==> src/rtl/instr_fetch_pkg.sv <==
// Shared fetch/decode definitions: FSM encoding, RV32I opcodes, reset PC.
// FETCH_OPCODE_CHECK_EN enables the opcode legality helper's use in fetch.
package instr_fetch_pkg;

  localparam logic [1:0] BOOT  = 2'd0;
  localparam logic [1:0] RUN   = 2'd1;
  localparam logic [1:0] DRAIN = 2'd2;

  localparam logic [31:0] RESET_PC_DEF = 32'h0000_0000;

  localparam logic [6:0] OPC_LUI      = 7'b0110111;
  localparam logic [6:0] OPC_AUIPC    = 7'b0010111;
  localparam logic [6:0] OPC_JAL      = 7'b1101111;
  localparam logic [6:0] OPC_JALR     = 7'b1100111;
  localparam logic [6:0] OPC_BRANCH   = 7'b1100011;
  localparam logic [6:0] OPC_LOAD     = 7'b0000011;
  localparam logic [6:0] OPC_STORE    = 7'b0100011;
  localparam logic [6:0] OPC_OP_IMM   = 7'b0010011;
  localparam logic [6:0] OPC_OP       = 7'b0110011;
  localparam logic [6:0] OPC_MISC_MEM = 7'b0001111;
  localparam logic [6:0] OPC_SYSTEM   = 7'b1110011;

  function automatic logic rv32i_legal(
    input logic [31:0] w
  );
    logic ok;
    ok = 1'b0;
    case (w[6:0])
      OPC_LUI, OPC_AUIPC, OPC_JAL,
      OPC_JALR, OPC_BRANCH, OPC_LOAD,
      OPC_STORE, OPC_OP_IMM, OPC_OP,
      OPC_MISC_MEM, OPC_SYSTEM: ok = 1'b1;
      default: ok = 1'b0;
    endcase
    return ok && (w[1:0] == 2'b11);
  endfunction

endpackage

==> src/rtl/instr_fetch_if.sv <==
// Fetch-stage bus: instruction memory request/response and decode handoff.
// FETCH_OPCODE_CHECK_EN adds the id_illegal flag.
interface instr_fetch_if;

  logic        imem_req_valid;
  logic        imem_req_ready;
  logic [31:0] imem_req_addr;
  logic        imem_rsp_valid;
  logic [31:0] imem_rsp_data;
  logic        id_valid;
  logic        id_ready;
  logic [31:0] id_instr;
  logic [31:0] id_pc;
`ifdef FETCH_OPCODE_CHECK_EN
  logic        id_illegal;
`endif

  modport master (
    output imem_req_valid,
    output imem_req_addr,
    input  imem_req_ready,
    input  imem_rsp_valid,
    input  imem_rsp_data,
    output id_valid,
    output id_instr,
    output id_pc,
`ifdef FETCH_OPCODE_CHECK_EN
    output id_illegal,
`endif
    input  id_ready
  );

  modport slave (
    input  imem_req_valid,
    input  imem_req_addr,
    output imem_req_ready,
    output imem_rsp_valid,
    output imem_rsp_data,
    input  id_valid,
    input  id_instr,
    input  id_pc,
`ifdef FETCH_OPCODE_CHECK_EN
    input  id_illegal,
`endif
    output id_ready
  );

endinterface

==> src/rtl/fetch_fifo.sv <==
// Synchronous FIFO with push/pop/flush and occupancy count.
// Push while full is accepted only together with a pop.
module fetch_fifo #(
  parameter int WIDTH = 64,
  parameter int DEPTH = 2,
  localparam int AW = (DEPTH > 1) ? $clog2(DEPTH) : 1,
  localparam int CW = $clog2(DEPTH + 1)
) (
  input  logic             clk,
  input  logic             rst_n,
  input  logic             push,
  input  logic [WIDTH-1:0] din,
  input  logic             pop,
  input  logic             flush,
  output logic [WIDTH-1:0] dout,
  output logic             empty,
  output logic [CW-1:0]    count
);

  logic [WIDTH-1:0] mem [DEPTH];
  logic [AW-1:0]    rptr;
  logic [AW-1:0]    wptr;
  logic             do_push;
  logic             do_pop;

  function automatic logic [AW-1:0] nxt(
    input logic [AW-1:0] p
  );
    return (p == AW'(DEPTH - 1)) ? '0 : p + 1'b1;
  endfunction

  assign empty   = (count == '0);
  assign do_pop  = pop && !empty;
  assign do_push = push &&
                   ((count != CW'(DEPTH)) || do_pop);
  assign dout    = mem[rptr];

  always_ff @(posedge clk or negedge rst_n) begin
    if (!rst_n) begin
      rptr  <= '0;
      wptr  <= '0;
      count <= '0;
      for (int i = 0; i < DEPTH; i++) begin
        mem[i] <= '0;
      end
    end else if (flush) begin
      rptr  <= '0;
      wptr  <= '0;
      count <= '0;
    end else begin
      if (do_push) begin
        mem[wptr] <= din;
        wptr      <= nxt(wptr);
      end
      if (do_pop) begin
        rptr <= nxt(rptr);
      end
      if (do_push && !do_pop) begin
        count <= count + 1'b1;
      end else if (!do_push && do_pop) begin
        count <= count - 1'b1;
      end
    end
  end

endmodule

==> src/rtl/instr_fetch.sv <==
// Instruction fetch stage: PC, imem requests, response buffer, redirects.
// FETCH_OPCODE_CHECK_EN tags each buffered word with an illegal-opcode bit.
module instr_fetch
  import instr_fetch_pkg::*;
#(
  parameter logic [31:0] RESET_PC = RESET_PC_DEF,
  parameter int          DEPTH    = 2
) (
  input  logic                 clk,
  input  logic                 rst_n,
  instr_fetch_if.master        bus,
  input  logic                 redirect_valid,
  input  logic [31:0]          redirect_pc
);

  localparam int CW = $clog2(DEPTH + 1);
`ifdef FETCH_OPCODE_CHECK_EN
  localparam int FW = 65;
`else
  localparam int FW = 64;
`endif

  logic [1:0]    state;
  logic [1:0]    state_nxt;
  logic [31:0]   pc;
  logic [CW-1:0] outstanding;
  logic [CW-1:0] out_nxt;
  logic [CW-1:0] fifo_count;
  logic          req_valid;
  logic          fire;
  logic          rsp_acc;
  logic          push;
  logic          pop;
  logic          fifo_empty;
  logic [31:0]   pc_tag;
  logic [FW-1:0] fifo_din;
  logic [FW-1:0] fifo_dout;

  assign fire    = req_valid && bus.imem_req_ready;
  assign rsp_acc = bus.imem_rsp_valid &&
                   (outstanding != '0);
  assign push    = rsp_acc && (state == RUN) &&
                   !redirect_valid;
  assign pop     = !fifo_empty && bus.id_ready &&
                   !redirect_valid;

  // In RUN all in-flight requests are consecutive words behind pc.
  assign pc_tag  = pc - (32'(outstanding) << 2);

  always_comb begin
    out_nxt = outstanding;
    if (fire && !rsp_acc) begin
      out_nxt = outstanding + 1'b1;
    end else if (!fire && rsp_acc) begin
      out_nxt = outstanding - 1'b1;
    end
  end

  always_ff @(posedge clk or negedge rst_n) begin
    if (!rst_n) begin
      state <= BOOT;
    end else begin
      state <= state_nxt;
    end
  end

  always_comb begin
    state_nxt = state;
    priority case (1'b1)
      redirect_valid:
        state_nxt = (out_nxt != '0) ? DRAIN : RUN;
      state == BOOT:
        state_nxt = RUN;
      state == DRAIN:
        if (out_nxt == '0) state_nxt = RUN;
      default: state_nxt = state;
    endcase
  end

  always_comb begin
    req_valid = (state == RUN) && !redirect_valid &&
                (({1'b0, outstanding} +
                  {1'b0, fifo_count}) <
                 (CW + 1)'(DEPTH));
  end

  always_ff @(posedge clk or negedge rst_n) begin
    if (!rst_n) begin
      pc          <= RESET_PC;
      outstanding <= '0;
    end else begin
      outstanding <= out_nxt;
      if (redirect_valid) begin
        pc <= redirect_pc & ~32'h3;
      end else if (fire) begin
        pc <= pc + 32'd4;
      end
    end
  end

`ifdef FETCH_OPCODE_CHECK_EN
  assign fifo_din = {!rv32i_legal(bus.imem_rsp_data),
                     bus.imem_rsp_data, pc_tag};
  assign bus.id_illegal = !fifo_empty && fifo_dout[64];
`else
  assign fifo_din = {bus.imem_rsp_data, pc_tag};
`endif

  fetch_fifo #(
    .WIDTH (FW),
    .DEPTH (DEPTH)
  ) u_fifo (
    .clk   (clk),
    .rst_n (rst_n),
    .push  (push),
    .din   (fifo_din),
    .pop   (pop),
    .flush (redirect_valid),
    .dout  (fifo_dout),
    .empty (fifo_empty),
    .count (fifo_count)
  );

  assign bus.imem_req_valid = req_valid;
  assign bus.imem_req_addr  = pc;
  assign bus.id_valid       = !fifo_empty;
  assign bus.id_instr       = fifo_dout[63:32];
  assign bus.id_pc          = fifo_dout[31:0];

  // A response with nothing outstanding is a memory protocol error.
  a_rsp_expected : assert property (
    @(posedge clk) disable iff (!rst_n)
    bus.imem_rsp_valid |-> (outstanding != '0)
  );

endmodule

==> src/flat_wrapper.sv <==
// flat-port wrapper written by rule: the top's interface ports become plain ports
module instr_fetch_flat import instr_fetch_pkg::*;
#(
  parameter logic [31:0] RESET_PC = RESET_PC_DEF,
  parameter int          DEPTH    = 2
)
  (clk, rst_n, redirect_valid, redirect_pc, bus_imem_req_valid, bus_imem_req_addr, bus_imem_req_ready, bus_imem_rsp_valid, bus_imem_rsp_data, bus_id_valid, bus_id_instr, bus_id_pc, bus_id_ready);
  instr_fetch_if bus_i ();
  input  logic clk;
  input  logic rst_n;
  input  logic redirect_valid;
  input  logic [31:0] redirect_pc;
  output wire logic [$bits(bus_i.imem_req_valid)-1:0] bus_imem_req_valid;
  output wire logic [$bits(bus_i.imem_req_addr)-1:0] bus_imem_req_addr;
  input wire logic [$bits(bus_i.imem_req_ready)-1:0] bus_imem_req_ready;
  input wire logic [$bits(bus_i.imem_rsp_valid)-1:0] bus_imem_rsp_valid;
  input wire logic [$bits(bus_i.imem_rsp_data)-1:0] bus_imem_rsp_data;
  output wire logic [$bits(bus_i.id_valid)-1:0] bus_id_valid;
  output wire logic [$bits(bus_i.id_instr)-1:0] bus_id_instr;
  output wire logic [$bits(bus_i.id_pc)-1:0] bus_id_pc;
  input wire logic [$bits(bus_i.id_ready)-1:0] bus_id_ready;
  assign bus_imem_req_valid = bus_i.imem_req_valid;
  assign bus_imem_req_addr = bus_i.imem_req_addr;
  assign bus_i.imem_req_ready = bus_imem_req_ready;
  assign bus_i.imem_rsp_valid = bus_imem_rsp_valid;
  assign bus_i.imem_rsp_data = bus_imem_rsp_data;
  assign bus_id_valid = bus_i.id_valid;
  assign bus_id_instr = bus_i.id_instr;
  assign bus_id_pc = bus_i.id_pc;
  assign bus_i.id_ready = bus_id_ready;
  instr_fetch #(.RESET_PC(RESET_PC), .DEPTH(DEPTH)) u_core (.clk(clk), .rst_n(rst_n), .bus(bus_i), .redirect_valid(redirect_valid), .redirect_pc(redirect_pc));
endmodule
==> config.mk <==
export PLATFORM = sky130hd
export DESIGN_NAME = instr_fetch_flat
export DESIGN_NICKNAME = d
export VERILOG_FILES = /design/src/rtl/instr_fetch_pkg.sv /design/src/rtl/instr_fetch_if.sv /design/src/rtl/fetch_fifo.sv /design/src/rtl/instr_fetch.sv /design/src/flat_wrapper.sv
export SDC_FILE = /design/constraint.sdc
export NUM_CORES = 1
export LEC_CHECK = 0
export CORE_ASPECT_RATIO = 0.8
export CORE_MARGIN = 8
export CORE_UTILIZATION = 56
export DETAILED_ROUTE_END_ITERATION = 12
export HOLD_SLACK_MARGIN = 0.02
export PLACE_DENSITY = 0.86
export SLEW_MARGIN = 20
export SYNTH_ARGS = -nofsm -noshare
export SYNTH_HDL_FRONTEND = slang
export SYNTH_SLANG_ARGS = --single-unit
==> constraint.sdc <==
create_clock -name clk -period 5.18 [get_ports clk]
set_clock_uncertainty 0.15 [all_clocks]
set_input_delay 1.036 -clock clk [delete_from_list [all_inputs] [get_ports clk]]
set_output_delay 1.036 -clock clk [all_outputs]
set_load 0.1 [all_outputs]
==> run metrics, run 1 <==
status=finished clean; Mapped Cells=839; number of gates resized after cts=0; first-pass GRT wire length=34.9 mm; Lkg Pwr=0.00460 uW; Design Power=6630 uW; maximum number of pins on one net before global-route repair=93; number of port buffers=161; Row Count=39; worst r2r dst=u_core.bus.imem_req_addr[30]$_DFFE_PN0N_; main flop type after synthesis=dfrtp_1; Synth Cell Area=0.00820 mm2; fin crit share=76.7%; CP Max Fanout=49; Avg Inst Size Synth=9.78 um2; Worst-path clk slew=0.06 ns; Final ANT Viol Nets=0; hold worst-path end=u_core.u_fifo.mem[106]$_DFFE_PN0P_; WS Path Type=reg2out; CTS tree=built; fmax=0.252 GHz; Starting Density=57.4%; Max-slew headroom=30.5%; ys async rst share=100%; slack of the worst reg-to-reg path=1.75 ns; Hold Worst Slack=0.325 ns; WP data arrival=2.79 ns; register bit total from synthesis=162; count of cell types in the netlist=51; setup tns final=0 ns; Hold WC Path Type=reg2reg; peak supply drop=0.000645 V; Final Hold Viols=0; pwr dens=631 mW/mm2; Root Driver=clkbuf_16; Post-synth EDFFs=0; DRC viols=0; Avg WL per Cell=18.2 um; filler instances=1048; synth warn=0; CTS Sinks=162; Finished Layout Cells=1161; worst hold path stage count=2; area of the multi-input gates=0.00386 mm2; critical path launch point type=flip-flop; Max Cap Viol=0; number of buffers created by CTS=17; Util after Layout=73.5%; Post-CTS Setup Bufs=0; setup violators final=0; dpl cells=1128; drt first pass iters=5; Die Width=151 um; storage element area=0.00406 mm2; H-tree depth=4; final WL=21.2 mm; reg2reg path depth=7; DR vias/cell=5.75; grt total ovfl=0; Core Region=0.0143 mm2; RSZ-0062 raised after global routing=false; layout cells sized above 1=15.4%; 1st-iter DRT viols=603; GP Congestion=0.884; WP data required=3.99 ns; Chip Height=124 um; sequential area share after synthesis=49.4%; Final Net Count=1039; initial antenna violation count=1; worst slew pin tran=1.04 ns; Ports=168; Vias=6681; CTS Hold Bufs=0; die area=0.0188 mm2; FF-to-FF Start=u_core.u_fifo.count[0]$_DFFE_PN0P_; vias in the first global route=6691; area grow syn2layout=28.1%; Skew-Pair Late Insertion Delay=0.42 ns; Clock Path Buffers=2; HPWL Detailed=14.6 mm; minimum clock period=3.97 ns; CP endpoint kind=output port; Hold Path Origin=u_core.u_fifo.mem[106]$_DFFE_PN0P_; count of final max-slew check failures=0; Global Route Usage Sum=23.1%
## Yosys cell counts (5+ instances only)
master | number | area (um2)
nand2_1 | 194 | 728
dfrtp_1 | 162 | 4050
mux2_2 | 97 | 1090
o21ai_0 | 75 | 375
clkbuf_1 | 48 | 180
xnor2_1 | 26 | 228
nor3_1 | 22 | 110
nand3_1 | 21 | 105
nor2_1 | 21 | 78.8
nand4_1 | 14 | 87.6
or3_1 | 12 | 75.1
nor2b_1 | 11 | 68.8
nor4_1 | 11 | 68.8
nand2b_1 | 9 | 56.3
xor2_1 | 9 | 78.8
buf_2 | 8 | 40.0
inv_1 | 8 | 30.0
a221o_1 | 7 | 70.1
mux2i_1 | 6 | 60.1
o211ai_1 | 6 | 45.0
buf_1 | 5 | 18.8
or4_1 | 5 | 37.5
## cell type report
| cell class | count | share of cell area, % |
|---|---|---|
| Antenna cell | 1 | 0.0238 |
| Clock buffer | 19 | 4.31 |
| Clock inverter | 13 | 1.67 |
| Inverter | 8 | 0.286 |
| Multi-Input combinational cell | 606 | 36.8 |
| Sequential cell | 162 | 38.6 |
| Tap cell | 184 | 2.19 |
| Timing Repair Buffer | 168 | 16.2 |
## through the flow
step / worst slack, ns / cell area [um2]
6_report: 1.21 / 10500
5_1_grt: 1.13 / 10500
4_1_cts: 1.20 / 10500
3_5_place_dp: 1.25 / 9880
3_3_place_gp: 1.35 / 9880
2_1_floorplan: 1.14 / 8210
## how the worst max path moves through the flow
stage | slack (ns) | end | from | cells after the start
CTS | 1.20 | bus_id_pc[22] | u_core.u_fifo.rptr$_DFFE_PN0P_ | 3
global placement | 1.35 | u_core.bus.imem_req_addr[30]$_DFFE_PN0N_ | redirect_valid | 6
detailed placement | 1.25 | u_core.bus.imem_req_addr[30]$_DFFE_PN0N_ | redirect_valid | 6
global route | 1.13 | bus_id_pc[22] | u_core.u_fifo.rptr$_DFFE_PN0P_ | 3
floorplan | 1.14 | bus_imem_req_valid | redirect_valid | 3
finish | 1.21 | bus_id_pc[22] | u_core.u_fifo.rptr$_DFFE_PN0P_ | 3
## where the power goes
| group | total [uW] | switching, uW | internal (uW) | leakage [uW] |
|---|---|---|---|---|
| Combinational | 3450 | 2560 | 893 | 0.00220 |
| Sequential | 1850 | 253 | 1600 | 0.00211 |
| Clock | 1330 | 534 | 793 | 0.000294 |
| Total | 6630 | 3350 | 3280 | 0.00460 |
## layer usage
layer	GRT usage, %	share of wire, %	vias up
met5	0	0	-
met1	32.7	45	3257
met3	5.16	7.1	33
li1	-	-	3144
met4	8.66	1.9	0
met2	33.9	46	247
## cell families after synthesis
family / after synthesis / share of synthesized area, %
buffers and inverters: 74 / 3.71
AOI/OAI and AO/OA: 113 / 8.16
muxes: 103 / 14.1
and+or+nand+nor: 345 / 19.8
DFF: 162 / 49.4
other: 1 / 0.0457
xor gates and xnor gates: 35 / 3.74
adders and majority gates: 6 / 1.10
## flip-flops by register name (all words and copies together) (netlist names)
name and count:
u_core.u_fifo.count 2, u_core.state 2, u_core.u_fifo.rptr 1, u_core.outstanding 2
u_core.u_fifo.wptr 1, u_core.bus.imem_req_addr 30, u_core.u_fifo.mem 124
## placed cells by master, fill, tap and decap left out, drive strengths merged, types with 6 or more instances in the layout
cell type,Yosys,final
a221o,7,7
clkdlybuf4s50,0,155
mux2i,6,6
nand2,194,194
nand3,21,21
nand4,14,14
xnor2,26,26
o21ai,79,79
clkbuf,49,19
inv,8,11
mux2,97,97
xor2,9,9
nor4,12,12
nand2b,9,9
nor3,22,22
buf,17,13
or3,12,12
nor2,21,21
nor2b,11,11
dfrtp,162,162
or4,7,7
o211ai,6,6
## critical path, stage by stage, from the launching register on
cell	delay, ns
dfrtp_2	0.62
buf_12	0.32
mux2_2	0.40
clkdlybuf4s50_1	0.98
Note: power is estimated with default switching activity, not from simulation.
==> run 2: changes to the inputs <==
--- a/config.mk
+++ b/config.mk
@@ -7,10 +7,10 @@
 export LEC_CHECK = 0
 export CORE_ASPECT_RATIO = 0.8
 export CORE_MARGIN = 8
-export CORE_UTILIZATION = 56
+export CORE_UTILIZATION = 52
 export DETAILED_ROUTE_END_ITERATION = 12
 export HOLD_SLACK_MARGIN = 0.02
-export PLACE_DENSITY = 0.86
+export PLACE_DENSITY = 0.81
 export SLEW_MARGIN = 20
 export SYNTH_ARGS = -nofsm -noshare
 export SYNTH_HDL_FRONTEND = slang
==> constraint.sdc (replaced) <==
create_clock -name clk -period 3.9 [get_ports clk]
set_clock_uncertainty 0.15 [all_clocks]
set_input_delay 0.78 -clock clk [delete_from_list [all_inputs] [get_ports clk]]
set_output_delay 0.78 -clock clk [all_outputs]
set_load 0.1 [all_outputs]
==> run 2 against run 1 <==
Cell count up 3.0%. Flip-flop and latch count unchanged. Non-clock buffer count up 5. Design area down 1.4%. Wire length down 1.9%. Worst hold slack worse by 0.11 ns. Critical path depth up 2. Setup slack worse by 0.53 ns. First-iteration DRC count down 14%.
==> run metrics, run 2 (synthesized netlist as in run 1, its figures left out) <==
ANT cells=0 (was 1); count of final max-slew check failures=0 (unchanged); area of the multi-input gates=0.00386 mm2 (unchanged); Vias=6583 (was 6681); DRC viols=0 (unchanged); worst slew pin tran=0.988 ns (was 1.04 ns); sw power=4420 uW (was 3350 uW); number of buffers created by CTS=17 (unchanged); first-pass GRT wire length=33.5 mm (was 34.9 mm); Lkg Pwr=0.00473 uW (was 0.00460 uW); Die Width=156 um (was 151 um); layout cells sized above 1=24.1% (was 15.4%); Hold Worst Slack=0.212 ns (was 0.325 ns); Avg WL per Cell=17.4 um (was 18.2 um); Final Net Count=1044 (was 1039); Comb pwr share=52.0% (was 52.1%); critical path launch point type=flip-flop (unchanged); Net Sw Frac=51.5% (was 50.5%); Clock power frac=19.4% (was 20.0%); Max-slew headroom=33.9% (was 30.5%); RSZ-0062 raised after global routing=false (unchanged); CTS Sinks=162 (unchanged); Post-CTS Setup Bufs=0 (unchanged); Root Driver=clkbuf_16 (unchanged); setup violators final=0 (unchanged); Flop pwr share=28.5% (was 27.9%); Row Count=41 (was 39); number of port buffers=161 (unchanged); storage element area=0.00406 mm2 (unchanged); flip-flop count of the largest register after layout=124 (unchanged); Top reg by flops=u_core.u_fifo.mem (unchanged); peak supply drop=0.000570 V (was 0.000645 V); filler instances=1276 (was 1048); CTS tree=built (unchanged); CP endpoint kind=output port (unchanged); pwr dens=829 mW/mm2 (was 631 mW/mm2); 1st-iter DRT viols=516 (was 603); area grow syn2layout=26.3% (was 28.1%); maximum number of pins on one net before global-route repair=86 (was 93); Worst-path clk slew=0.06 ns (about the same); HPWL Detailed=14.5 mm (was 14.6 mm); number of gates resized after cts=0 (unchanged); minimum clock period=3.22 ns; Final Hold Viols=0 (unchanged); CTS Hold Bufs=0 (unchanged); vias in the first global route=6440 (was 6691); Core Region=0.0156 mm2 (was 0.0143 mm2); initial antenna violation count=0 (was 1); CP Max Fanout=8 (was 49); commonest non-fill, non-tap cell in the layout=nand2_1 (unchanged); H-tree depth=4 (unchanged); Max Cap Viol=0 (unchanged); Clock Path Buffers=2 (unchanged); DR vias/cell=5.50 (was 5.75); die area=0.0201 mm2 (was 0.0188 mm2); fin crit share=82.7%; Hold WC Path Type=in2async (was reg2reg); fmax=0.310 GHz; WP data arrival=2.29 ns (was 2.79 ns); WP data required=2.97 ns (was 3.99 ns); Global Route Usage Sum=20.9% (was 23.1%); Skew-Pair Late Insertion Delay=0.42 ns (about the same); status=finished clean (unchanged); grt total ovfl=0 (unchanged); Ports=168 (unchanged); Chip Height=128 um (was 124 um); GP Congestion=0.836 (was 0.884); WS Path Type=reg2out (unchanged); final WL=20.8 mm (was 21.2 mm); Final ANT Viol Nets=0 (unchanged); drt first pass iters=5 (unchanged); Starting Density=52.6% (was 57.4%); most frequent cells in the layout=nand2_1, dfrtp_1, mux2_2 (was nand2_1, dfrtp_1, clkdlybuf4s50_1); Pint=4170 uW (was 3280 uW); setup tns final=0 ns (unchanged)
-- run 2: worst paths after layout --
check	cells after the start	slack, ns	start	to
min in group clk	2	0.32	u_core.u_fifo.mem[13]$_DFFE_PN0P_	u_core.u_fifo.mem[13]$_DFFE_PN0P_
max in group asynchronous	2	2.53	rst_n	u_core.u_fifo.mem[111]$_DFFE_PN0P_
min	1	0.21	rst_n	u_core.bus.imem_req_addr[12]$_DFFE_PN0N_
max reg2reg	8	0.96	u_core.u_fifo.count[0]$_DFFE_PN0P_	u_core.state[0]$_DFFE_PN0P_
min reg2reg	2	0.32	u_core.u_fifo.mem[13]$_DFFE_PN0P_	u_core.u_fifo.mem[13]$_DFFE_PN0P_
max	5	0.68	u_core.u_fifo.count[0]$_DFFE_PN0P_	bus_imem_req_valid
-- run 2: metal layers --
metal / GRT usage, % / routed length [um] / up-vias / part of all wire, %
met5: 0 / 0 / - / 0
met4: 5.64 / 242 / 0 / 1.2
met3: 5.83 / 1370 / 18 / 6.6
met2: 31.0 / 9420 / 209 / 45
met1: 29.5 / 9760 / 3199 / 47
li1: - / - / 3157 / -
-- run 2: layout make-up --
cell class              count  share of cell area, %
clock buffers              18                   4.24
inverters                   8                  0.290
repair buffers            173                   14.9
flip-flops and latches    162                   39.1
clock inverters            14                   1.49
multi-input cells         606                   37.3
well taps                 215                   2.60
-- run 2: metrics by stage --
step           instance area, um2  total power (uW)  std cells  utilization (%)  worst slack (ns)
2_1_floorplan                8210              5980        842                -             0.360
3_3_place_gp                 9770              6900       1164             62.6             0.586
3_5_place_dp                 9770              6960       1164             62.6             0.559
4_1_cts                     10400              8650       1196             66.4             0.652
5_1_grt                     10400              8960       1196             66.4             0.527
6_report                    10400              8590       1196             66.4             0.676
-- run 2: power by group through the flow --
stage | Sequential, uW | Clock [uW] | Combinational, uW
after CTS | 2450 | 1700 | 4510
after detailed placement | 2470 | 0 | 4490
after floorplan | 2600 | 0 | 3380
after global routing | 2510 | 1770 | 4680
after global placement | 2450 | 0 | 4450
final | 2450 | 1670 | 4470
-- run 2: critical path, stage by stage, from the launching register on --
cell,delay [ns]
dfrtp_1,0.45
and2_1,0.18
fa_1,0.43
nor3_1,0.29
nor2b_1,0.31
buf_12,0.22
